`src/rtl/timer_dev_if.sv`:
```
// -----------------------------------------------------------------------------
// timer_dev_if
// Register bus between a CPU-side master and the timer_dev register file.
//   addr  word select (bus address bits [3:2])
//   we    write strobe, register selected by addr is written at the clock edge
//   din   write data
//   dout  combinational read data of the selected register
// -----------------------------------------------------------------------------
interface timer_dev_if;
   logic [1:0]  addr;
   logic        we;
   logic [31:0] din;
   logic [31:0] dout;

   modport master (output addr, output we, output din, input dout);
   modport slave  (input addr, input we, input din, output dout);
endinterface : timer_dev_if

```
`src/rtl/timer_dev.sv`:
```
// -----------------------------------------------------------------------------
// timer_dev
// Memory-mapped programmable countdown timer sourcing one level interrupt for
// the CP0 HWInt inputs. Software loads PRESET and CTRL; the timer reloads from
// PRESET, counts down once per clock and sets IP on expiry, either once
// (one-shot, EN auto-clears) or repeatedly (periodic).
//
// Ports:
//   clk  system clock, all state changes on the rising edge
//   rst  synchronous reset, active low
//   bus  register bus (slave side): addr/we/din in, dout out
//        addr 0 = CTRL, 1 = PRESET, 2 = COUNT (ro), 3 = ID (ro)
//   irq  interrupt request, level, IP & IM
//
// CTRL: bit0 EN, bit1 MODE (1 = periodic), bit3 IM, bit4 IP (ro), others 0.
// -----------------------------------------------------------------------------
module timer_dev #(
   parameter logic [31:0] ID_VALUE = 32'h0054696d
) (
   input  logic        clk,
   input  logic        rst,
   timer_dev_if.slave  bus,
   output logic        irq
);

   typedef enum logic [1:0] {
      ST_IDLE,
      ST_LOAD,
      ST_CNT,
      ST_INT
   } state_t;

   localparam logic [1:0] ADDR_CTRL   = 2'd0;
   localparam logic [1:0] ADDR_PRESET = 2'd1;
   localparam logic [1:0] ADDR_COUNT  = 2'd2;
   localparam logic [1:0] ADDR_ID     = 2'd3;

   state_t      r_state;
   logic        r_en;
   logic        r_mode;
   logic        r_im;
   logic        r_ip;
   logic [31:0] r_preset;
   logic [31:0] r_count;

   state_t      w_state_nxt;
   logic [31:0] w_count_nxt;
   logic        w_ip_set;
   logic        w_en_hw_clr;
   logic        w_ctrl_wr;
   logic        w_preset_wr;
   logic [31:0] w_rdata;

   assign w_ctrl_wr   = bus.we && (bus.addr == ADDR_CTRL);
   assign w_preset_wr = bus.we && (bus.addr == ADDR_PRESET);

   // Next-state and counter datapath.
   always_comb begin
      // NOTE: every output gets a default before the case so no path leaves a
      // signal unassigned, which would otherwise infer a latch.
      w_state_nxt = r_state;
      w_count_nxt = r_count;
      w_ip_set    = 1'b0;
      w_en_hw_clr = 1'b0;

      case (r_state)
         ST_IDLE: begin
            if (r_en) begin
               w_state_nxt = ST_LOAD;
            end
         end

         ST_LOAD: begin
            // EN dropped by software before the load: abandon without
            // touching COUNT.
            if (!r_en) begin
               w_state_nxt = ST_IDLE;
            end else begin
               w_count_nxt = r_preset;
               w_state_nxt = ST_CNT;
            end
         end

         ST_CNT: begin
            if (!r_en) begin
               w_state_nxt = ST_IDLE;
            end else if (r_count > 32'd1) begin
               w_count_nxt = r_count - 32'd1;
            end else begin
               // COUNT of 0 or 1 both expire here, so PRESET=0 acts as 1 and
               // the counter saturates at 0 instead of wrapping.
               w_count_nxt = 32'd0;
               w_ip_set    = 1'b1;
               w_state_nxt = ST_INT;
            end
         end

         ST_INT: begin
            if (!r_mode) begin
               w_en_hw_clr = 1'b1;
               w_state_nxt = ST_IDLE;
            end else begin
               w_state_nxt = ST_LOAD;
            end
         end

         default: begin
            w_state_nxt = ST_IDLE;
         end
      endcase
   end

   // NOTE: reset is sampled only on the clock edge (synchronous), so it sits
   // inside the clocked block and is not in the sensitivity list.
   always_ff @(posedge clk) begin
      // NOTE: state registers use non-blocking assignments so every register
      // samples pre-edge values, independent of statement order.
      if (!rst) begin
         r_state  <= ST_IDLE;
         r_en     <= 1'b0;
         r_mode   <= 1'b0;
         r_im     <= 1'b0;
         r_ip     <= 1'b0;
         r_preset <= 32'd0;
         r_count  <= 32'd0;
      end else begin
         r_state <= w_state_nxt;
         r_count <= w_count_nxt;

         if (w_preset_wr) begin
            r_preset <= bus.din;
         end

         // A software CTRL write overrides the one-shot auto-clear of EN.
         if (w_ctrl_wr) begin
            r_en   <= bus.din[0];
            r_mode <= bus.din[1];
            r_im   <= bus.din[3];
         end else if (w_en_hw_clr) begin
            r_en <= 1'b0;
         end

         // Expiry beats a same-edge acknowledge so no interrupt is lost.
         if (w_ip_set) begin
            r_ip <= 1'b1;
         end else if (w_ctrl_wr) begin
            r_ip <= 1'b0;
         end
      end
   end

   // Zero-latency register read.
   always_comb begin
      w_rdata = 32'd0;
      case (bus.addr)
         ADDR_CTRL:   w_rdata = {27'd0, r_ip, r_im, 1'b0, r_mode, r_en};
         ADDR_PRESET: w_rdata = r_preset;
         ADDR_COUNT:  w_rdata = r_count;
         ADDR_ID:     w_rdata = ID_VALUE;
         default:     w_rdata = 32'd0;
      endcase
   end

   assign bus.dout = w_rdata;
   assign irq      = r_ip & r_im;

endmodule : timer_dev

```
`src/flat_wrapper.sv`:
```
// flat-port wrapper written by rule: the top's interface ports become plain ports
module timer_dev_flat 
#(
   parameter logic [31:0] ID_VALUE = 32'h0054696d
)
  (clk, rst, irq, bus_addr, bus_we, bus_din, bus_dout);
  timer_dev_if bus_i ();
  input  logic clk;
  input  logic rst;
  output logic irq;
  input wire logic [$bits(bus_i.addr)-1:0] bus_addr;
  input wire logic [$bits(bus_i.we)-1:0] bus_we;
  input wire logic [$bits(bus_i.din)-1:0] bus_din;
  output wire logic [$bits(bus_i.dout)-1:0] bus_dout;
  assign bus_i.addr = bus_addr;
  assign bus_i.we = bus_we;
  assign bus_i.din = bus_din;
  assign bus_dout = bus_i.dout;
  timer_dev #(.ID_VALUE(ID_VALUE)) u_core (.clk(clk), .rst(rst), .bus(bus_i), .irq(irq));
endmodule
```
`config.mk`:
```
export PLATFORM = sky130hd
export DESIGN_NAME = timer_dev_flat
export DESIGN_NICKNAME = d
export VERILOG_FILES = /design/src/rtl/timer_dev_if.sv /design/src/rtl/timer_dev.sv /design/src/flat_wrapper.sv
export SDC_FILE = /design/constraint.sdc
export NUM_CORES = 1
export LEC_CHECK = 0
export ABC_AREA = 1
export BUFFER_PORTS_ARGS = -buffer_cell sky130_fd_sc_hd__buf_2
export CAP_MARGIN = 20
export CORE_MARGIN = 5
export CORE_UTILIZATION = 30
export DETAILED_ROUTE_END_ITERATION = 12
export GPL_TIMING_DRIVEN = 0
export PLACE_DENSITY = 0.46
export SLEW_MARGIN = 20
export SYNTH_ARGS = -nofsm -noshare
export SYNTH_HDL_FRONTEND = slang
export SYNTH_SLANG_ARGS = --single-unit
export TNS_END_PERCENT = 100
```
`constraint.sdc`:
```
create_clock -name clk -period 3.8 [get_ports clk]
set_input_delay 0 -clock clk [delete_from_list [all_inputs] [get_ports clk]]
set_output_delay 0 -clock clk [all_outputs]
set_load 0.1 [all_outputs]
```
== Yosys cells after proc, flatten, opt, wreduce, memory -nomap -nowiden ==
Cells that the tools add are included.
Word-level totals
  flip-flop bits (word level): 70
  output and inout bits: 33
  word-level logic and storage cells: 49
Cells by class
  add/sub/neg operators: 1
  $lt $le $gt $ge: 1
  eq/ne operators: 10
  mux-type cells: 20
  bitwise operators: 1
  reductions and logical operators: 9
Operator list (number)
  32-bit case mux with 4 select lines: 1
  32-bit two-way mux: 3
  32-bit case mux with 2 select lines: 1
  32-bit by 1-bit > comparator with 1-bit output, second input constant: 1
  32-bit by 1-bit subtractor with 32-bit output, second input constant: 1
  1-bit two-way mux: 10
  2-bit == test, second input constant: 4
  2-bit two-way mux: 4
  2-bit case mux with 4 select lines: 1
  2-bit by 1-bit != test with 1-bit output, second input constant: 3
  2-bit nonzero test: 3
  2-bit by 1-bit == test with 1-bit output, second input constant: 2
  2-bit zero test: 2
  3-bit != test, second input constant: 1
  3-bit AND reduction: 1
  1-bit logical AND: 2
  2-bit AND reduction: 1
  1-bit AND: 1

== Logic depth before layout (Yosys ltp) ==
Gate-level depths: netlist of run 1.
  word-level depth: 5
  depth in mapped cells: 11
  gate-level depth less buffers: 11

== Least setup slack after synthesis of run 1 ==
OpenSTA, ideal clock, no wires.
  kind: register -> output
  from: register u_core.r_count[8]
  to: output port bus_dout[8]
  arrival: 2.015 ns
  setup slack: 1.785 ns
  stages on the path, launching flop included: 3
  buffers on the path: 0
  cell sequence: dfxtp_1 -> inv_1 -> o221ai_1
On the way
  cells in the longest elaborated chain, start to end: 1
RTL lines
  from (decl): RTL line timer_dev.sv:44  | logic [31:0] r_count;
  from (signal assigned): RTL line timer_dev.sv:128  | r_count <= w_count_nxt;
  32-bit case mux with 4 select lines: RTL line timer_dev.sv:155  | case (bus.addr)
  to (decl): RTL line flat_wrapper.sv:14  | output wire logic [$bits(bus_i.dout)-1:0] bus_dout;
No other way between the ends.

== Worst setup path in the final report of run 1 ==
  from: register u_core.r_state[0]
  to: register u_core.r_count[19]
On the way
  cells in the longest elaborated chain, start to end: 3
  elaborated cells between the ends (all ways): 7
  classes of those cells: eq/ne (4); mux (1); reduce/logical (2)
RTL lines
  from (decl): RTL line timer_dev.sv:38  | state_t r_state;
  from (signal assigned): RTL line timer_dev.sv:127  | r_state <= w_state_nxt;
  2-bit == test / 2-bit by 1-bit == test with 1-bit output (equally long branches): RTL line timer_dev.sv:66  | case (r_state)
  2-bit by 1-bit != test with 1-bit output (no line) / 2-bit nonzero test (equally long branches)
  3-bit AND reduction (no line)
Parallel ways exist; a longest one is shown, timed or not.
A chain may end at the register's enable or synchronous reset.

==> results of run 1 <==
## cell usage in the layout (no fill, tap or decap), drive strengths merged, types with 11 or more instances in the layout
master / n
inv: 84
buf: 72
dfxtp: 70
nand3: 25
o221ai: 12
o21ai: 81
dlygate4sd3: 32
a21oi: 104
xor2: 11
o22ai: 18
clkbuf: 39
nand2: 93
nor2: 71
## worst reg2reg max path, cell delays in order (launching register included)
cell      delay [ns]
dfxtp_1         0.33
inv_1           0.13
ha_1            0.27
nor2_1          0.08
o21ai_1         0.44
inv_1           0.22
clkbuf_1        0.30
o21ai_0         0.24
a21oi_1         0.06
## synthesized netlist by cell type, types with 4 or more instances
| cell type | count |
|---|---|
| ha_1 | 7 |
| dfxtp_1 | 70 |
| o21ai_0 | 77 |
| inv_1 | 84 |
| nor2_1 | 63 |
| o221ai_1 | 12 |
| xor2_1 | 11 |
| nand2_2 | 5 |
| nand2_1 | 85 |
| a21oi_1 | 103 |
| o22ai_1 | 18 |
| clkbuf_1 | 27 |
| o21ai_1 | 4 |
| nor2_4 | 4 |
| nor2_2 | 4 |
| nand3_1 | 25 |
| nand4_1 | 4 |
## logic make-up after synthesis
logic type	count (synthesis)
adder cells (fa/ha/maj)	7
AND/OR/NAND/NOR	196
buffers and inverters	115
flip-flops	70
AO/OA/AOI/OAI	219
XOR/XNOR	12
## flip-flops by register name, summed over array words and instances (netlist names)
register	cells
u_core.r_count	32
u_core.r_preset	32
u_core.r_state	2
u_core.r_en	1
u_core.r_im	1
u_core.r_ip	1
u_core.r_mode	1
## power by group through the flow
| stage | Sequential (mW) | Clock, mW | Combinational (mW) |
|---|---|---|---|
| 2_1_floorplan | 0.869 | 0 | 0.833 |
| 3_3_place_gp | 0.890 | 0 | 1.08 |
| 3_5_place_dp | 0.892 | 0 | 1.08 |
| 4_1_cts | 0.877 | 0.943 | 1.11 |
| 5_1_grt | 0.888 | 0.964 | 1.23 |
| 6_report | 0.878 | 0.923 | 1.11 |
## worst max-delay path by stage
stage,from,to,slack (ns),depth (start not counted)
floorplan,u_core.r_count[8]$_SDFFE_PN0P_,bus_dout[8],1.78,2
global placement,u_core.r_state[0]$_SDFFE_PN0P_,u_core.r_count[19]$_SDFFE_PN0P_,1.74,8
detailed placement,u_core.r_state[0]$_SDFFE_PN0P_,u_core.r_count[19]$_SDFFE_PN0P_,1.66,8
CTS,u_core.r_state[0]$_SDFFE_PN0P_,u_core.r_count[19]$_SDFFE_PN0P_,1.65,8
global route,u_core.r_state[0]$_SDFFE_PN0P_,u_core.r_count[28]$_SDFFE_PN0P_,1.43,8
finish,u_core.r_state[0]$_SDFFE_PN0P_,u_core.r_count[19]$_SDFFE_PN0P_,1.61,8
## final cells by class
| cell class | count | area (µm²) | share of cell area [%] |
|---|---|---|---|
| Buffer | 31 | 136 | 2.58 |
| Sequential cell | 70 | 1400 | 26.5 |
| Multi-Input combinational cell | 434 | 2230 | 42.3 |
| Tap cell | 176 | 220 | 4.17 |
| Clock inverter | 4 | 70.1 | 1.33 |
| Timing Repair Buffer | 100 | 661 | 12.5 |
| Inverter | 84 | 315 | 5.97 |
| Clock buffer | 12 | 246 | 4.66 |
## through the flow
step           setup slack (ns)  util [%]  instance area (µm²)  hold WS [ns]  cells
3_5_place_dp               1.66      35.0                 4650         0.283    863
2_1_floorplan              1.78         -                 4090         0.163    619
5_1_grt                    1.43      39.7                 5280        0.0659    911
3_3_place_gp               1.74      35.0                 4650         0.276    863
6_report                   1.61      39.7                 5280        0.0311    911
4_1_cts                    1.65      39.7                 5280        0.0196    911
## per-layer routing
layer  track usage (%)  share of wire (%)  vias up
li1                  -                  -     2291
met1              23.8                 46     2098
met2              31.2                 47      121
met3              4.04                4.9       23
met4              7.38                2.4        0
met5                 0                  0        -
## timing repair
item                                   4_1_cts  5_1_grt
setup buffers                                0        0
hold buffers                                32        0
endpoints found under the hold margin       35        0
gates resized for setup                      0        0
==> out/results.tsv, run 1 <==
stage	metric	value	unit
clock_network	clkTransAtPathRegs	0.06	ns
worst_setup_path	rrSetupSlack	1.61	ns
worst_setup_path	cp_cell_sequence	inv_1 > ha_1 > nor2_1 > o21ai_1 > inv_1 > clkbuf_1 > o21ai_0 > a21oi_1	
timing	fmax	0.458	GHz
worst_setup_path	critical_path.slowest_cell	o21ai_1	
worst_setup_path	path_common_cell	inv_1	
synth	yosys.area.top_type	dfxtp_1	
synth	synth_xor_area_share	2.57	%
synth	synth_nets	663	
worst_setup_path	critical_path_peak_fanout	10	
power	power.share.sequential	30.1	%
grt	grt_max_degree	12	
power	swShare	41.5	%
clock_network	clock-root-buffer	clkbuf_16	
timing	worstMarginPinSlew	0.808	ns
synth	synth.distinct_cells	28	
worst_setup_path	cp.required	4.03	ns
synth	ys_ff_latch	70	
worst_setup_path	reg2reg_to	u_core.r_count[19]$_SDFFE_PN0P_	
worst_hold_path	hp-start	bus_we	
layout	nets	774	
timing	setup_viol	0	
synth	synth_mux_area_share	0	%
timing	fin_crit	2.19	ns
worst_setup_path	path_delay_family	compound AO/OA/AOI/OAI gates	
placed_design	place_hpwl	11.2	mm
synth	synth_edf_count	0	
timing	max-slew-margin-rel	46.1	%
route	ant_nets	0	
route	wl_per_cell	16.3	µm
clock_network	cts_tree	done	
worst_setup_path	crit_type	flip-flop to flip-flop	
route	drcViolationCount	0	
floorplan	fp.dieW	127	µm
grt	grt_use_total	18.8	%
power	fin_total_pwr	2.91	mW
timing	fin_crit_sh	57.5	%
worst_setup_path	cp-end-kind	flip-flop	
grt	grt_pass1_vias	4558	
grt	grt_pass1_wl	23.8	mm
run_status	status	finished, final reports clean	
synth	synth_top_family_by_area	compound AO/OA/AOI/OAI gates	
worst_hold_path	holdPathEnd	u_core.r_mode$_SDFFE_PN0P_	
floorplan	die_y	127	µm
worst_setup_path	cpPeakStageDelay	0.44	ns
synth	synth_adder_area_share	2.14	%
synth	synth_top_area_share	34.3	%
placed_design	routabilityCongestion	0.919	
synth	async_reset_ff_share	0	%
timing	final.setup.tns	0	ns
grt	grt_antenna_before_repair	0	
worst_setup_path	r2r_cells	8	
floorplan	pin_count	70	
clock_network	h-tree-depth	3	
synth	ys_seq_area_share	34.3	%
placed_design	portBuffers	68	
route	dr.pass1.iters	4	
synth	synth_compound_area_share	29.0	%
power	power_density	552	nW/µm²
worst_hold_path	hold_path_depth	3	
layout	area_delta_synth_final	29.3	%
worst_setup_path	r2r_start	u_core.r_state[0]$_SDFFE_PN0P_	
synth	yosysWarnings	0	
route	vias	4533	
synth	yosys.area_share.simple	20.9	%
clock_network	cts.sinks	70	
worst_hold_path	min_path_type	primary input to flip-flop	
clock_network	cts_buffer_depth	2	
clock_network	clkLatencyLatePin	0.35	ns
flow_run	drv_cap	0	
synth	avgSynthCellArea	6.60	µm²
synth	ys.flop_type	dfxtp_1	
worst_setup_path	worst_ep_arrival_time	2.42	ns
floorplan	core_area	13300	µm²
worst_setup_path	critPathBufInv	3	
route	routed_via_density	4.98	
power	vdd_drop_max	0.255	mV
timing	maxSlewViolCount	0	
power	leakagePower	2.23	nW
power	power.internal	1.70	mW
route	drt_wl_total	14.9	mm
power	power.switching	1.21	mW
floorplan	row_count	42	
clock_network	cts_buffers	9	
synth	synthesis.area	4090	µm²
timing	rsz0062_at_grt	false	
timing	hold_viol_final	0	
grt	grt.overflow.total	0	
floorplan	die_area	16100	µm²
floorplan	start_util	30.7	%
worst_setup_path	cp-start-kind	flip-flop	
layout	fill_cells	1443	
power	power_frac_comb	38.2	%
synth	synth.area.top_cells	dfxtp_1, a21oi_1, o21ai_0, nand2_1, inv_1	
timing	fin_skew	0.00505	ns
route	drtIter0Drc	246	
power	power_frac_clock	31.7	%
synth	synthCells	619	
layout	antenna_cells	0	
layout	drive_above_1_share	14.0	%
Power figures use the tool's default switching activity.
==> run 2, diff against run 1 <==
==> constraint.sdc (replaced) <==
create_clock -name clk -period 2.1 [get_ports clk]
set_input_delay 0 -clock clk [delete_from_list [all_inputs] [get_ports clk]]
set_output_delay 0 -clock clk [all_outputs]
set_load 0.1 [all_outputs]
==> out/results.tsv, run 2 (synthesis gave the netlist of run 1 again) <==
stage	metric	value	unit	change
run_status	status	finished, final reports clean		
clock_network	cts_buffers	9		unchanged
timing	setup_viol	0		unchanged
worst_setup_path	rrSetupSlack	0.17	ns	-1.44 ns
floorplan	fp.dieW	127	µm	unchanged
power	swShare	41.4	%	-0.055 points
route	drtIter0Drc	258		+4.9%
floorplan	core_area	13300	µm²	unchanged
route	drt_wl_total	14.9	mm	about the same
placed_design	portBuffers	68		unchanged
floorplan	start_util	30.7	%	unchanged
floorplan	row_count	42		unchanged
power	power.share.sequential	30.1	%	about the same
grt	grt_use_total	18.8	%	+0.035 points
power	power_frac_comb	38.3	%	about the same
grt	grt.overflow.total	0		unchanged
timing	hold_viol_final	0		unchanged
route	dr.pass1.iters	5		+1
worst_setup_path	crit_type	flip-flop to flip-flop		
worst_setup_path	path_common_cell	inv_1		
flow_run	drv_cap	0		unchanged
clock_network	h-tree-depth	3		unchanged
floorplan	pin_count	70		unchanged
layout	drive_above_1_share	14.7	%	+0.68 points
layout	nets	774		unchanged
route	wl_per_cell	16.3	µm	about the same
clock_network	clock-root-buffer	clkbuf_16		
worst_setup_path	cp-start-kind	flip-flop		
worst_setup_path	r2r_start	u_core.r_state[0]$_SDFFE_PN0P_		
power	leakagePower	2.24	nW	+0.59%
grt	grt_pass1_wl	23.8	mm	+0.29%
worst_hold_path	min_path_type	primary input to flip-flop		
worst_hold_path	hp-start	bus_we		
worst_hold_path	holdPathEnd	u_core.r_mode$_SDFFE_PN0P_		
clock_network	cts.sinks	70		unchanged
grt	top_usage_layer	met2		
route	ant_nets	0		unchanged
power	power_frac_clock	31.5	%	-0.2 points
layout	area_delta_synth_final	29.5	%	
layout	layout_common_cells	a21oi_1, nand2_1, inv_1		
timing	rsz0062_at_grt	false		
route	drcViolationCount	0		unchanged
timing	fin_crit_sh	91.7	%	+34 points
timing	worstMarginPinSlew	0.797	ns	-0.0114 ns
grt	met1_usage	23.9	%	+0.051 points
route	routed_via_density	5.02		+0.84%
timing	fin_crit	1.93	ns	-0.259 ns
worst_setup_path	cp.required	2.33	ns	-1.70 ns
timing	final.setup.tns	0	ns	unchanged
power	power.internal	3.09	mW	+81%
placed_design	preCtsSetupSlack	-0.0414	ns	-1.70 ns
clock_network	cts_setup_buffers	0		unchanged
floorplan	die_area	16100	µm²	unchanged
clock_network	clkTransAtPathRegs	0.06	ns	about the same
grt	use_met3	4.04	%	unchanged
layout	multiInputGateArea	2240	µm²	+0.17%
worst_hold_path	hold_path_depth	3		unchanged
timing	holdWs	0.0300	ns	-0.00102 ns
grt	grt_antenna_before_repair	0		unchanged
placed_design	place_hpwl	11.2	mm	unchanged
worst_setup_path	reg2reg_to	u_core.r_count[21]$_SDFFE_PN0P_		
worst_setup_path	worst_ep_arrival_time	2.16	ns	-0.26 ns
floorplan	die_y	127	µm	unchanged
worst_setup_path	cp-end-kind	flip-flop		
layout	fill_cells	1441		-0.14%
power	power.switching	2.19	mW	+81%
power	power_density	997	nW/µm²	+81%
grt	grtUsageMet2	31.2	%	+0.062 points
route	vias	4571		+0.84%
grt	grt_max_degree	12		unchanged
timing	fin_skew	0.00568	ns	+0.000632 ns
timing	maxSlewViolCount	0		unchanged
layout	top_regs	u_core.r_count (32), u_core.r_preset (32), u_core.r_state (2)		
clock_network	cts_buffer_depth	2		unchanged
layout	antenna_cells	0		unchanged
placed_design	place_area	4650	µm²	unchanged
worst_setup_path	cp_cell_sequence	inv_1 > ha_1 > nor2_1 > o21ai_2 > inv_1 > clkbuf_2 > o21ai_0 > a21oi_1		
clock_network	clkLatencyLatePin	0.35	ns	about the same
grt	grt_pass1_vias	4575		+0.37%
timing	fmax	0.519	GHz	+13%
worst_setup_path	critical_path.slowest_cell	dfxtp_1		
layout	final_area	5290	µm²	+0.17%
timing	max-slew-margin-rel	46.9	%	+0.76 points
timing	setup_ws	0.174	ns	-1.44 ns
worst_setup_path	critical_path_peak_fanout	10		unchanged
layout	seq_area	1400	µm²	unchanged
power	vdd_drop_max	0.461	mV	+81%
worst_setup_path	cpPeakStageDelay	0.33	ns	-0.11 ns
worst_setup_path	r2r_cells	8		unchanged
layout	mostFrequentLayoutCell	a21oi_1		
clock_network	cts_tree	done		
layout	final_core_util	39.8	%	+0.066 points
placed_design	routabilityCongestion	0.919		unchanged
[run 2: cell types whose count changed in the layout (fill, tap and decap cells not counted)]
cell and change:
clkbuf_2 +4, o21ai_2 +1, o21ai_1 -1, clkbuf_1 -4
[run 2: cell type report]
class	instances	share of cell area, %
clock inverters	4	1.32
repair buffers	100	12.5
multi-input cells	434	42.3
plain buffers	31	2.67
clock buffers	12	4.66
well taps	176	4.16
flip-flops and latches	70	26.5
inverters	84	5.96
[run 2: how the worst max path moves through the flow]
stage,from,endpoint,slack (ns),cells past startpoint
2_1_floorplan,u_core.r_count[8]$_SDFFE_PN0P_,bus_dout[8],0.08,2
3_3_place_gp,u_core.r_state[0]$_SDFFE_PN0P_,u_core.r_count[19]$_SDFFE_PN0P_,0.04,8
3_5_place_dp,u_core.r_state[0]$_SDFFE_PN0P_,u_core.r_count[19]$_SDFFE_PN0P_,-0.04,8
4_1_cts,u_core.r_state[0]$_SDFFE_PN0P_,u_core.r_count[21]$_SDFFE_PN0P_,0.1,8
5_1_grt,u_core.r_state[0]$_SDFFE_PN0P_,u_core.r_count[28]$_SDFFE_PN0P_,0.009,8
6_report,u_core.r_state[0]$_SDFFE_PN0P_,u_core.r_count[21]$_SDFFE_PN0P_,0.17,8
[run 2: layer usage]
layer / vias to the layer above / routed length [µm] / share of wire (%)
li1: 2291 / - / -
met1: 2118 / 6750 / 45
met2: 138 / 6950 / 47
met3: 24 / 836 / 5.6
met4: 0 / 348 / 2.3
met5: - / 0 / 0
[run 2: timing repair]
item                                    in CTS  in global routing
hold endpoints to repair                    35                  0
endpoints found under the setup margin      15                 25
gates resized for setup                      1                  8
hold buffers                                32                  0
[run 2: power by group through the flow]
stage               logic (mW)  registers [mW]  clock network, mW
finish                    2.02            1.59               1.66
global route              2.23            1.61               1.74
CTS                       2.02            1.59               1.71
detailed placement        1.96            1.61                  0
global placement          1.95            1.61                  0
floorplan                 1.51            1.57                  0
[run 2: through the flow]
stage	power, mW	instances
6_report	5.27	911
3_5_place_dp	3.57	863
3_3_place_gp	3.57	863
5_1_grt	5.58	911
4_1_cts	5.31	911
2_1_floorplan	3.08	619
[run 2: worst max-delay path, delay by kind of cell (launching register included)]
kind	cells	cell delay (ns)
simple gates	1	0.09
compound gates	3	0.56
flops	1	0.33
fa+ha+maj	1	0.27
buf+inv	3	0.56
==> run 3, diff against run 2 <==
--- a/config.mk
+++ b/config.mk
@@ -9,10 +9,10 @@
 export BUFFER_PORTS_ARGS = -buffer_cell sky130_fd_sc_hd__buf_2
 export CAP_MARGIN = 20
 export CORE_MARGIN = 5
-export CORE_UTILIZATION = 30
+export CORE_UTILIZATION = 45
 export DETAILED_ROUTE_END_ITERATION = 12
 export GPL_TIMING_DRIVEN = 0
-export PLACE_DENSITY = 0.46
+export PLACE_DENSITY = 0.64
 export SLEW_MARGIN = 20
 export SYNTH_ARGS = -nofsm -noshare
 export SYNTH_HDL_FRONTEND = slang
==> out/results.tsv, run 3 (synthesis gave the netlist of run 1 again) <==
stage	metric	value	unit	change
timing	holdWs	0.0597	ns	+0.0297 ns
layout	top_regs	u_core.r_count (32), u_core.r_preset (32), u_core.r_state (2)		
timing	final.setup.tns	0	ns	unchanged
timing	fin_skew	0.00920	ns	+0.00352 ns
timing	rsz0062_at_grt	false		
timing	fmax	0.527	GHz	+1.5%
layout	mostFrequentLayoutCell	a21oi_1		
clock_network	clock-root-buffer	clkbuf_8		
layout	fill_cells	879		-39%
route	dr.pass1.iters	6		+1
floorplan	start_util	46.4	%	+16 points
power	vdd_drop_max	0.476	mV	+3.3%
worst_setup_path	r2r_cells	10		+2
timing	max-slew-margin-rel	53.0	%	+6.1 points
clock_network	cts_setup_buffers	0		unchanged
timing	worstMarginPinSlew	0.705	ns	-0.0917 ns
worst_setup_path	cp-end-kind	flip-flop		
timing	fin_crit_sh	90.3	%	-1.4 points
layout	nets	775		+0.13%
flow_run	drv_cap	0		unchanged
layout	final_cells	844		-7.4%
clock_network	clkTransAtPathRegs	0.08	ns	+0.02 ns
worst_setup_path	crit_type	flip-flop to flip-flop		
run_status	status	finished, final reports clean		
layout	drive_above_1_share	14.7	%	-0.020 points
clock_network	h-tree-depth	3		unchanged
grt	grt_use_total	24.1	%	+5.3 points
grt	grt.overflow.total	0		unchanged
worst_setup_path	critical_path_peak_fanout	10		unchanged
clock_network	cts_buffer_depth	2		unchanged
route	wl_per_cell	15.7	µm	-3.7%
floorplan	pin_count	70		unchanged
layout	layout_common_cells	a21oi_1, nand2_1, inv_1		
worst_setup_path	reg2reg_to	u_core.r_count[2]$_SDFFE_PN0P_		
placed_design	dp.cells	795		-7.9%
timing	setup_viol	0		unchanged
grt	grt_antenna_before_repair	0		unchanged
route	drt_wl_total	13.3	mm	-11%
worst_setup_path	r2r_start	u_core.r_count[0]$_SDFFE_PN0P_		
grt	grt_pass1_wl	21.7	mm	-8.9%
layout	area_delta_synth_final	24.8	%	
timing	maxSlewViolCount	0		unchanged
route	drcViolationCount	0		unchanged
placed_design	routabilityCongestion	0.928		+0.95%
worst_setup_path	worst_ep_arrival_time	2.17	ns	about the same
worst_setup_path	critPathLaunch	u_core.r_count[0]$_SDFFE_PN0P_		
worst_setup_path	cp.required	2.38	ns	+0.05 ns
floorplan	row_count	34		-19%
placed_design	place_hpwl	9.81	mm	-12%
floorplan	die_area	11100	µm²	-31%
grt	grt_max_degree	12		unchanged
floorplan	die_y	105	µm	-17%
route	vias	4577		+0.13%
route	drtIter0Drc	325		+26%
clock_network	clkLatencyLatePin	0.35	ns	about the same
clock_network	cts.sinks	70		unchanged
power	power_density	922	nW/µm²	-7.5%
route	ant_nets	0		unchanged
worst_setup_path	rrSetupSlack	0.20	ns	+0.03 ns
grt	grt_pass1_vias	4504		-1.6%
clock_network	cts_tree	done		
worst_setup_path	cp-start-kind	flip-flop		
placed_design	portBuffers	68		unchanged
route	routed_via_density	5.42		+8.1%
clock_network	cts_buffers	9		unchanged
worst_setup_path	crit_end	u_core.r_count[2]$_SDFFE_PN0P_		
floorplan	core_area	8810	µm²	-34%
floorplan	fp.dieW	105	µm	-17%
timing	hold_viol_final	0		unchanged
layout	antenna_cells	0		unchanged
worst_hold_path	min_path_type	primary input to flip-flop		
timing	fin_crit	1.90	ns	-0.0290 ns
power	leakagePower	2.20	nW	-2.1%
==> run 3: cell types whose count changed in the layout (fill, tap and decap cells not counted) <==
cell and delta:
clkbuf_16 -9, clkbuf_8 +10, dlygate4sd3_1 +1, clkbuf_2 -1
bufinv_16 -1, clkinv_2 +1
==> run 3: worst min path at each step <==
stage | depth (start not counted) | end | startpoint
finish | 4 | u_core.r_ip$_SDFFE_PN0P_ | bus_we
detailed placement | 3 | u_core.r_preset[18]$_SDFFE_PN0P_ | bus_din[18]
floorplan | 2 | u_core.r_en$_SDFFE_PN0P_ | bus_din[0]
global route | 4 | u_core.r_ip$_SDFFE_PN0P_ | bus_we
global placement | 3 | u_core.r_preset[6]$_SDFFE_PN0P_ | bus_din[6]
CTS | 4 | u_core.r_ip$_SDFFE_PN0P_ | bus_we
==> run 3: where the power goes <==
group	total [mW]	leakage (nW)	internal (mW)	switching, mW
Clock	1.13	0.106	0.609	0.522
Combinational	1.99	1.52	0.565	1.42
Sequential	1.59	0.573	1.45	0.132
==> run 3: metrics by stage <==
step	setup slack, ns	instance area [µm²]	utilization, %	total power [mW]
5_1_grt	0.0498	5100	57.9	5.00
6_report	0.203	5100	57.9	4.70
3_3_place_gp	0.0813	4560	51.8	3.50
3_5_place_dp	0.0628	4560	51.8	3.51
4_1_cts	0.0361	5090	57.8	4.69
2_1_floorplan	0.0846	4090	-	3.08
==> run 3: layout make-up <==
cell class                 count  area, µm²  share of cell area, %
sequential                    70       1400                   27.5
clock inverter                 4       45.0                  0.883
buffer                        31        140                   2.75
clock buffer                  12        155                   3.04
inverter                      84        315                   6.18
tap                          108        135                   2.65
multi-input combinational    434       2240                   43.9
timing repair buffer         101        671                   13.2
==> run 3: worst max-delay path, stage by stage (launching register included) <==
cell	delay, ns
dfxtp_1	0.39
inv_1	0.11
ha_1	0.26
nand2_2	0.14
nor2_4	0.09
nand2_4	0.10
nand2_4	0.07
a21oi_4	0.22
buf_4	0.24
nand2_1	0.07
a21oi_1	0.12
==> run 3: timing repair <==
item	in CTS	in global routing
setup endpoints to repair	0	30
hold endpoints to repair	35	0
hold buffers	33	0
gates resized for setup	0	7
==> run 3: metal layers <==
metal  vias to the layer above  track usage [%]  wire (µm)
met4                         0             7.69        206
met1                      2147             30.9       6010
met3                        21             3.55        631
li1                       2295                -          -
met5                         -                0          0
met2                       114             41.6       6440
